`config.mk`:
```
export PLATFORM = sky130hd
export DESIGN_NAME = fifo_stream_reader
export DESIGN_NICKNAME = d
export VERILOG_FILES = /design/src/rtl/fifo_reader_pkg.sv /design/src/rtl/stream_skid_buf.sv /design/src/rtl/fifo_stream_reader.sv
export SDC_FILE = /design/constraint.sdc
export NUM_CORES = 1
export LEC_CHECK = 0
export ABC_AREA = 0
export CAP_MARGIN = 20
export CORE_MARGIN = 4
export CORE_UTILIZATION = 49
export DETAILED_ROUTE_END_ITERATION = 16
export PLACE_DENSITY = 0.86
export SYNTH_ARGS = -nofsm -noshare
export SYNTH_HDL_FRONTEND = slang
export SYNTH_SLANG_ARGS = --single-unit
```
`constraint.sdc`:
```
create_clock -name clk -period 5.99 [get_ports clk]
set_clock_uncertainty 0.2 [all_clocks]
set_input_delay 1.198 -clock clk [delete_from_list [all_inputs] [get_ports clk]]
set_output_delay 1.198 -clock clk [all_outputs]
set_load 0.05 [all_outputs]
```
`src/rtl/fifo_reader_pkg.sv`:
```
// Shared types and helpers for the FIFO stream reader.
// Optional stats build: define FIFO_READER_STATS_EN.
package fifo_reader_pkg;

  typedef enum logic [1:0] {
    IDLE   = 2'd0,
    STREAM = 2'd1,
    FLUSH  = 2'd2
  } fifo_reader_state_t;

  function automatic int skid_depth(input int read_latency);
    return read_latency + 1;
  endfunction

endpackage

```
`src/rtl/stream_skid_buf.sv`:
```
// Small circular store absorbing FIFO read latency.
// Head entry is registered and drives the stream data.
module stream_skid_buf
  import fifo_reader_pkg::*;
#(
  parameter int DATA_WIDTH = 32,
  parameter int DEPTH      = 2,
  localparam int CW = $clog2(DEPTH + 1),
  localparam int PW = (DEPTH > 1) ? $clog2(DEPTH) : 1
) (
  input  logic                  clk,
  input  logic                  rst_n,
  input  logic                  clr_i,
  input  logic                  wr_i,
  input  logic [DATA_WIDTH-1:0] wr_data_i,
  input  logic                  rd_i,
  output logic [DATA_WIDTH-1:0] head_o,
  output logic [CW-1:0]         count_o
);

  logic [DATA_WIDTH-1:0] mem_q [2**PW];
  logic [PW-1:0]         wr_ptr_q;
  logic [PW-1:0]         rd_ptr_q;
  logic [CW-1:0]         cnt_q;
  logic                  wr_ok;
  logic                  rd_ok;

  function automatic logic [PW-1:0] ptr_inc(input logic [PW-1:0] p);
    return (p == PW'(DEPTH - 1)) ? '0 : p + 1'b1;
  endfunction

  assign rd_ok   = rd_i && (cnt_q != '0);
  assign wr_ok   = wr_i && ((cnt_q != CW'(DEPTH)) || rd_ok);
  assign head_o  = mem_q[rd_ptr_q];
  assign count_o = cnt_q;

  // Pointer/count bookkeeping; a flush empties the store.
  always_ff @(posedge clk or negedge rst_n) begin
    if (!rst_n) begin
      for (int i = 0; i < 2**PW; i++) mem_q[i] <= '0;
      wr_ptr_q <= '0;
      rd_ptr_q <= '0;
      cnt_q    <= '0;
    end else if (clr_i) begin
      wr_ptr_q <= '0;
      rd_ptr_q <= '0;
      cnt_q    <= '0;
    end else begin
      if (wr_ok) begin
        mem_q[wr_ptr_q] <= wr_data_i;
        wr_ptr_q        <= ptr_inc(wr_ptr_q);
      end
      if (rd_ok) rd_ptr_q <= ptr_inc(rd_ptr_q);
      cnt_q <= cnt_q + CW'(wr_ok) - CW'(rd_ok);
    end
  end

endmodule

```
`src/rtl/fifo_stream_reader.sv`:
```
// Read-side master for basic_sync_fifo, re-framed as a valid/ready burst stream.
// Optional stats counters: define FIFO_READER_STATS_EN.
module fifo_stream_reader
  import fifo_reader_pkg::*;
#(
  parameter int DATA_WIDTH   = 32,
  parameter int READ_LATENCY = 1,
  parameter int BURST_LEN    = 16,
  parameter int STATS_WIDTH  = 32
) (
  input  logic                   clk,
  input  logic                   rst_n,
  input  logic                   enable,
  input  logic                   flush,
  output logic                   fifo_shift_out,
  input  logic [DATA_WIDTH-1:0]  fifo_dout,
  input  logic                   fifo_valid,
  input  logic                   fifo_empty,
  output logic [DATA_WIDTH-1:0]  m_data,
  output logic                   m_valid,
  input  logic                   m_ready,
  output logic                   m_last,
  output logic                   protocol_err,
  output logic [STATS_WIDTH-1:0] beat_count,
  output logic [STATS_WIDTH-1:0] stall_count
);

  localparam int SKID_DEPTH = skid_depth(READ_LATENCY);
  localparam int CW = $clog2(SKID_DEPTH + 1);
  localparam int BW = (BURST_LEN > 1) ? $clog2(BURST_LEN) : 1;

  if (READ_LATENCY != 0 && READ_LATENCY != 1) begin : g_bad_lat
    $error("READ_LATENCY must be 0 or 1");
  end
  if (BURST_LEN < 1) begin : g_bad_burst
    $error("BURST_LEN must be >= 1");
  end

  fifo_reader_state_t state_q;
  logic [CW-1:0]      cnt;
  logic [2:0]         occ;
  logic               out_fire;
  logic               inflight;
  logic               pop_pending;
  logic               capture;
  logic [BW-1:0]      beat_q;
  logic               perr_q;

  assign m_valid  = (cnt != '0) && (state_q != FLUSH);
  assign out_fire = m_valid && m_ready;
  assign occ      = 3'(cnt) + 3'(inflight) - 3'(out_fire);

  assign fifo_shift_out = (state_q == STREAM) && !flush
                       && !fifo_empty && (occ < 3'(SKID_DEPTH));

  assign capture = fifo_valid && (state_q != FLUSH) && !flush;

  if (READ_LATENCY == 1) begin : g_lat1
    logic inflight_q;
    // A pop issued this cycle returns data next cycle.
    always_ff @(posedge clk or negedge rst_n) begin
      if (!rst_n) inflight_q <= 1'b0;
      else        inflight_q <= fifo_shift_out;
    end
    assign inflight    = inflight_q;
    assign pop_pending = inflight_q;
  end else begin : g_lat0
    assign inflight    = 1'b0;
    assign pop_pending = fifo_shift_out;
  end

  stream_skid_buf #(
    .DATA_WIDTH(DATA_WIDTH),
    .DEPTH     (SKID_DEPTH)
  ) u_skid (
    .clk      (clk),
    .rst_n    (rst_n),
    .clr_i    (flush),
    .wr_i     (capture),
    .wr_data_i(fifo_dout),
    .rd_i     (out_fire),
    .head_o   (m_data),
    .count_o  (cnt)
  );

  // Control FSM; flush overrides every other transition.
  always_ff @(posedge clk or negedge rst_n) begin
    if (!rst_n) begin
      state_q <= IDLE;
    end else if (flush) begin
      state_q <= FLUSH;
    end else begin
      unique case (state_q)
        IDLE:    if (enable) state_q <= STREAM;
        STREAM:  if (!enable) state_q <= IDLE;
        FLUSH:   if (!inflight) state_q <= IDLE;
        default: state_q <= IDLE;
      endcase
    end
  end

  // Beat position within the current burst.
  always_ff @(posedge clk or negedge rst_n) begin
    if (!rst_n)        beat_q <= '0;
    else if (flush)    beat_q <= '0;
    else if (out_fire) beat_q <= (beat_q == BW'(BURST_LEN - 1))
                                 ? '0 : beat_q + 1'b1;
  end

  assign m_last = m_valid && (beat_q == BW'(BURST_LEN - 1));

  // Sticky flag for read data that no pop asked for.
  always_ff @(posedge clk or negedge rst_n) begin
    if (!rst_n)                          perr_q <= 1'b0;
    else if (fifo_valid && !pop_pending) perr_q <= 1'b1;
  end

  assign protocol_err = perr_q;

`ifdef FIFO_READER_STATS_EN
  logic [STATS_WIDTH-1:0] beat_cnt_q;
  logic [STATS_WIDTH-1:0] stall_cnt_q;

  // Saturating beat/stall statistics, cleared by flush.
  always_ff @(posedge clk or negedge rst_n) begin
    if (!rst_n) begin
      beat_cnt_q  <= '0;
      stall_cnt_q <= '0;
    end else if (flush) begin
      beat_cnt_q  <= '0;
      stall_cnt_q <= '0;
    end else begin
      if (out_fire && !(&beat_cnt_q))
        beat_cnt_q <= beat_cnt_q + 1'b1;
      if (m_valid && !m_ready && !(&stall_cnt_q))
        stall_cnt_q <= stall_cnt_q + 1'b1;
    end
  end

  assign beat_count  = beat_cnt_q;
  assign stall_count = stall_cnt_q;
`else
  assign beat_count  = '0;
  assign stall_count = '0;
`endif

endmodule

```
**Yosys cells after proc, flatten, opt, wreduce, memory -nomap -nowiden**

Index checks and enable logic that the tools add are counted.
Widths: inputs -> output; s select.

- Add/subtract/negate cells: 7
- Magnitude comparators: 4
- Eq/ne operators: 8
- Muxes and demuxes: 21
- Bitwise operators: 3
- Reductions and logical operators: 23

Operator list:

| cell | count |
|---|---|
| $mux 32 | 4 |
| $bwmux 64 | 1 |
| $demux 32 s1 | 1 |
| $logic_and 1x1->1 | 12 |
| $mux 4 | 3 |
| $mux 2 | 5 |
| $ne 3x3->1 const B | 3 |
| $reduce_bool 2->1 | 4 |
| $mux 1 | 6 |
| $pmux 2 s3 | 1 |
| $add 4x1->4 const B | 1 |
| $eq 4x4->1 const B | 1 |
| $ge 2x2->1 const B | 2 |
| $ne 2x2->1 const B | 2 |
| $not 1->2 | 2 |
| $add 2x1->3 | 1 |
| $logic_not 1->1 | 3 |
| $lt 3x2->1 const B | 1 |
| $reduce_and 3->1 | 1 |
| $sub 3x1->3 | 1 |
| $add 1x1->1 const B | 2 |
| $add 2x1->2 | 1 |
| $eq 2x1->1 const B | 1 |
| $eq 2x2->1 const B | 1 |
| other kinds (6) | 6 |

- Register bits: 76
- Input bits: 39
- Word-level logic and storage cells: 75

**Logic depth before layout (Yosys ltp)**

- Depth in word-level cells: 9
- Mapped depth: 8
- Gate-level depth less buffers: 8

**Modules after synthesis**

From an unflattened synthesis, not the netlist that was laid out.

- Cells, all modules: 304
- Area, all modules: 4058.9 µm²

Modules (own cells, without submodules):

| module | instances | cells each | area each (µm²) | seq. area each (µm²) |
|---|---|---|---|---|
| stream_skid_buf | 1 | 193 | 3096.7 | 1701.6 |
| fifo_stream_reader | 1 | 111 | 962.2 | 200.2 |

**Worst setup path before layout**

Ideal clock, no wire load.

- Path type: in2out
- Start: input m_ready
- End: output fifo_shift_out
- Data arrival time: 3.784 ns
- Data required time: 4.592 ns
- Slack: 0.808 ns
- Stages: 6
- Cell sequence: nand3_1 > nor2_1 > o21ai_0 > fa_1 > xor2_1 > nor4_1

- Word-level cells in the longest chain between the ends: 4

RTL lines:

| item | line | text |
|---|---|---|
| start: declaration | fifo_stream_reader.sv:21 | `input logic m_ready,` |
| $logic_and 1x1->1 | fifo_stream_reader.sv:50 | `assign out_fire = m_valid && m_ready;` |
| $sub 3x1->3 | fifo_stream_reader.sv:51 | `assign occ = 3'(cnt) + 3'(inflight) - 3'(out_fire);` |
| $lt 3x2->1 | fifo_stream_reader.sv:54 | `&& !fifo_empty && (occ < 3'(SKID_DEPTH));` |
| $logic_and 1x1->1 | fifo_stream_reader.sv:54 |  |
| end: declaration | fifo_stream_reader.sv:15 | `output logic fifo_shift_out,` |

No other way between the ends.

**Worst setup path after layout**

Ends and elaborated chain as after synthesis.

==> metrics <==
GP Congestion=0.7845; CP cell instances=clkdlybuf4s50_1, nand3_1, nor2_1, o21ai_0, fa_1, xor2_1, nor4_1, clkdlybuf4s50_1; Fin. Hold Viols=0; vias in the first global route=2364; Clock transition at path regs=0.08 ns; I/O Buffers=74; HP Class=reg2reg; most common cell in the synthesized netlist=dfrtp_1; Synth top cells by count=dfrtp_1 (76), mux2_2 (67), buf_4 (65); hold buffer count at cts=0; # setup viols final=0; r2r setup slk=3.34 ns; worst hold slack=0.2804 ns; status=complete, no violations; Finished Layout Cells=478; WP buf/inv=2; Yosys top cell area share=around half; Setup WS pre-CTS=about 0.4 ns; CP required=~4.6 ns; Setup crit end kind=primary output; largest net degree at the start of global routing=77; # diodes=0; max-cap violations=0; final worst slack=0.4244 ns; clk root buf=clkbuf_8; total setup buffers inserted after CTS=0; max-slew violations=0; final total power=1.849 mW; DR iter-0 viols=65; die height=97.14 µm; share of layout cells above drive strength 1=23.94%; drt first pass iters=4; CTS tree=built; WL final=7074 µm; total clock sinks=76; H-tree depth=3; Layout Utilization=between 50% and 60%; CTS Buffer Depth=2; die area=between 9000 and 10000 µm²; P per Cell Area=399.1 nW/µm²; synthesized area per cell=approximately 13 µm²; CP peak stage delay=roughly 0.87 ns; initial antenna violation count=0; Synth Warn #=0; num rows=32; TritonCTS Buffers=9; DRC Markers=0; Ports=139; Main synth FF type=dfrtp_1; sum of negative setup slack=0 ns; clock latency on the worst-skew pair=0.34 ns; starting density of the core=approximately half; first-pass GRT wire length=roughly 12000 µm; fin crit share=92.91%; GRT Total Usage=between 15 and 20%; Yosys cell types=33; CTS resizes=0; RSZ-0062 raised after global routing=false; cell family with most CP delay=buffers and inverters; CP max stage cell=clkdlybuf4s50_1; relative max-transition margin=34.84%; Post-synth EDFFs=0; Yosys top cell by area=dfrtp_1; CP max FO=8; Fmax=179.7 MHz; largest cells by area after synthesis=dfrtp_1 (49%), mux2_2 (19%), buf_4 (13%), mux2_1 (8.4%), ha_1 (0.96%); DR vias/cell=4.736; gr ovfl total=0; Yosys reg bits=76; critical path arrival=4.17 ns; antenna-violating nets left=0; via count=about 2300; Mapped Cells=298; Startpoint Class=primary input; Placed Area=approximately 4500 µm²; Design Area, Final=between 4000 and 5000 µm²; Max VDD drop=0.2523 mV; Routed WL per cell=14.80 µm; DIE WIDTH=between 90 and 100 µm; Mapped Area=between 3000 and 4000 µm²; Placed Cells=about 460; fin nets=414; HPWL Detailed=4981 µm; Slew @ Worst Pin=about 0.98 ns; Area Growth Syn to Fin=18.99%; Core Region=a little under 8000 µm²; minimum clock period=5.566 ns; register area share after synthesis=between 40% and 50%; Setup CP Type=in2out; Post-synth ARST share=100.0%; Most Frequent Cell on Critical Path=clkdlybuf4s50_1; Leakage=2.092 nW
## cell families (layout without fill, tap and decap cells)
kind of cell    count (synthesis)  in the layout  share of synthesized area, %
simple gates                   25             25                         3.792
compound gates                 11             11                         2.250
mux                            96             96                         27.76
fa+ha+maj                       4              4                         1.478
buf+inv                        80             95                         14.65
other cells                     1             64                       0.09631
flops                          76             76                         48.84
xor+xnor                        5              5                         1.125
## power breakdown
group / internal (mW) / switching, mW / leakage (nW)
combinational: 0.299 / 0.475 / 1.07
clock: 0.161 / 0.187 / 0.0920
sequential: 0.655 / 0.0715 / 0.932
## cells in the final DEF, fill, tap and decap left out, types with 3 or more instances in the layout
master           count
inv_1                4
clkinv_2             3
mux2_2              67
clkdlybuf4s50_1     73
mux2_1              29
clkbuf_8            10
nor2_1               5
a21oi_1              4
o21ai_0              3
xor2_1               4
dfrtp_1             76
ha_1                 3
conb_1              64
## cell type report
cell class                 count  area (µm²)
inverter                       4       15.01
clock buffer                  10       137.6
tap                          102       127.6
clock inverter                 6       40.04
fill                         632        3094
timing repair buffer          75       745.7
multi-input combinational    205        1665
sequential                    76        1902
## routing by layer
layer / GRT usage [%] / share of wire [%] / vias up
met5: 0 / 0 / -
met4: 4.212 / 1.2 / 0
met3: 7.179 / 11 / 8
met2: 25.80 / 48 / 95
met1: 17.67 / 40 / 1123
li1: - / - / 1038
## final timing paths
| path | startpoint | to | cells past startpoint |
|---|---|---|---|
| setup / recovery | m_ready | fifo_shift_out | 8 |
| setup reg to reg | state_q[1]$_DFFE_PN0P_ | u_skid.mem_q[33]$_DFFE_PN0P_ | 4 |
| hold reg to reg | protocol_err$_DFFE_PN0P_ | protocol_err$_DFFE_PN0P_ | 1 |
| hold / removal | protocol_err$_DFFE_PN0P_ | protocol_err$_DFFE_PN0P_ | 1 |
| max in group asynchronous | rst_n | u_skid.mem_q[42]$_DFFE_PN0P_ | 1 |
| min in group asynchronous | rst_n | u_skid.mem_q[53]$_DFFE_PN0P_ | 1 |
## flip-flops by register name, summed over array words and instances, names as in the netlist
signal and flops:
u_skid.count_o 2, beat_q 4, g_lat1.inflight_q 1, state_q 2, protocol_err 1, u_skid.rd_ptr_q 1
u_skid.mem_q 64, u_skid.wr_ptr_q 1
Power figures use the tool's default switching activity.
==> RTL edit, RTL diff (config.mk and constraints unchanged) <==
Add a define of `FIFO_READER_STATS_EN`.
--- a/src/rtl/fifo_stream_reader.sv
+++ b/src/rtl/fifo_stream_reader.sv
@@ -1,5 +1,7 @@
 // Read-side master for basic_sync_fifo, re-framed as a valid/ready burst stream.
 // Optional stats counters: define FIFO_READER_STATS_EN.
+`define FIFO_READER_STATS_EN
+
 module fifo_stream_reader
   import fifo_reader_pkg::*;
 #(
Check against the original RTL: not equivalent (a bounded check fails within 4 cycles, from zero or initial values and one cycle with rst_n low).
==> RTL edit against the original RTL <==
Design area rose by 94%; sequential share of layout area decreased by 2.1 points; wire length grew 130%; worst setup slack improved by 0.23 ns; sequential cell count increased by 64; core utilization up 7.1 points; power grew 63%; synthesized cell count is 100% higher; area after synthesis is 75% higher.
==> RTL edit: results (changes against the original RTL) <==
status=finished, final reports clean (unchanged); dpl cell area=8360 µm² (was 4460 µm²); post-synthesis xor/xnor area fraction=0.0785 (was 0.0112); CP max-delay cell=nor4_1 (was clkdlybuf4s50_1); sequential power=1.17 mW (was 0.727 mW); # resized after CTS=0 (unchanged); Total Wirelength=16300 µm (was 7070 µm); Static Leak=3.70 nW (was 2.09 nW); peak supply drop=242 µV (was 252 µV); nets=792 (was 414); Logic pwr share=0.246 (was 0.419); compound-gate portion of the synthesized area=0.0491 (was 0.0225); port bufs=138 (was 74); Worst-path clk slew=0.06 ns (was 0.08 ns); Psw=0.912 mW (was 0.734 mW); TritonCTS buffer count=17 (was 9); flop2flop setup slack=2.85 ns (was 3.34 ns); Post-Synth Adder-Cell Area=0.0140 (was 0.0148); DP Wirelength=11200 µm (was 4980 µm); Max FO, Critical Path=11 (was 8); Place WS=0.679 ns (was 0.402 ns); max reg flops=64 (unchanged); Worst slew margin=0.322 (was 0.348); Via density=5.70 (was 4.74); top cells by count, synth=140 x dfrtp_1, 96 x mux2_2, 55 x nor2_1 (was 76 x dfrtp_1, 67 x mux2_2, 65 x buf_4); GRT Total Usage=0.208 (was 0.154); Hold WS=0.273 ns (was 0.280 ns); share of post-route cells with drive strength above 1=0.195 (was 0.239); root buffer cell=clkbuf_16 (was clkbuf_8); Area contributors post-synth=dfrtp_1 51%, mux2_2 16%, xor2_1 4.9% (was dfrtp_1 49%, mux2_2 19%, buf_4 13%); first-pass GRT wire length=26900 µm (was 11700 µm); H-tree depth=4 (was 3); cell total after placement=903 (was 462); Seq pwr share=0.388 (was 0.393); worst reg-to-reg path cell count=8 (was 4); hold buffer count at CTS=0 (unchanged); routability cong.=0.870 (was 0.785); CP Data Arrival Time=3.94 ns (was 4.17 ns); 1st-pass router iterations=5 (was 4); Seq/Total Area, Yosys=0.515 (was 0.488); largest net degree at the start of global routing=96 (was 77); mux contribution to synthesized area=0.160 (was 0.278); Synth cell types=44 (was 33); routed len/inst=17.4 µm (was 14.8 µm); Iteration-0 DRC Markers=380 (was 65); reg2reg start=u_skid.count_o[1] (was state_q[1]); peak per-stage delay on the critical path=0.55 ns (was 0.87 ns); delay-heaviest family, CP=simple AND/OR/NAND/NOR gates (was buffers and inverters); clock latency on the worst-skew pair=0.42 ns (was 0.34 ns)
-- RTL edit: cell count changes after synthesis, sizes merged, moves of 7 or more --
cell and delta:
xor2 +34, nor4 +12, nor3 +12, clkbuf +14
dfrtp +64, nor2 +50, nand3 +28, xnor2 +22
o21ai +30, nand4 +25, buf -63, inv +7
nand2 +33
-- RTL edit: per-layer routing --
| layer | global-route usage | vias up | wire length, µm | part of all wire |
|---|---|---|---|---|
| met5 | 0 | - | 0 | 0 |
| li1 | - | 2435 | - | - |
| met1 | 0.256 | 2655 | 6730 | 0.41 |
| met2 | 0.349 | 202 | 8090 | 0.50 |
| met3 | 0.0631 | 36 | 1130 | 0.069 |
| met4 | 0.0776 | 0 | 330 | 0.020 |
-- RTL edit: layout make-up --
type                            instances  area (µm²)
Tap cell                              176         220
Multi-Input combinational cell        432        3160
Timing Repair Buffer                  144        1430
Fill cell                            1012        4410
Sequential cell                       140        3500
Inverter                               11        41.3
Clock inverter                         15         199
Clock buffer                           17         425
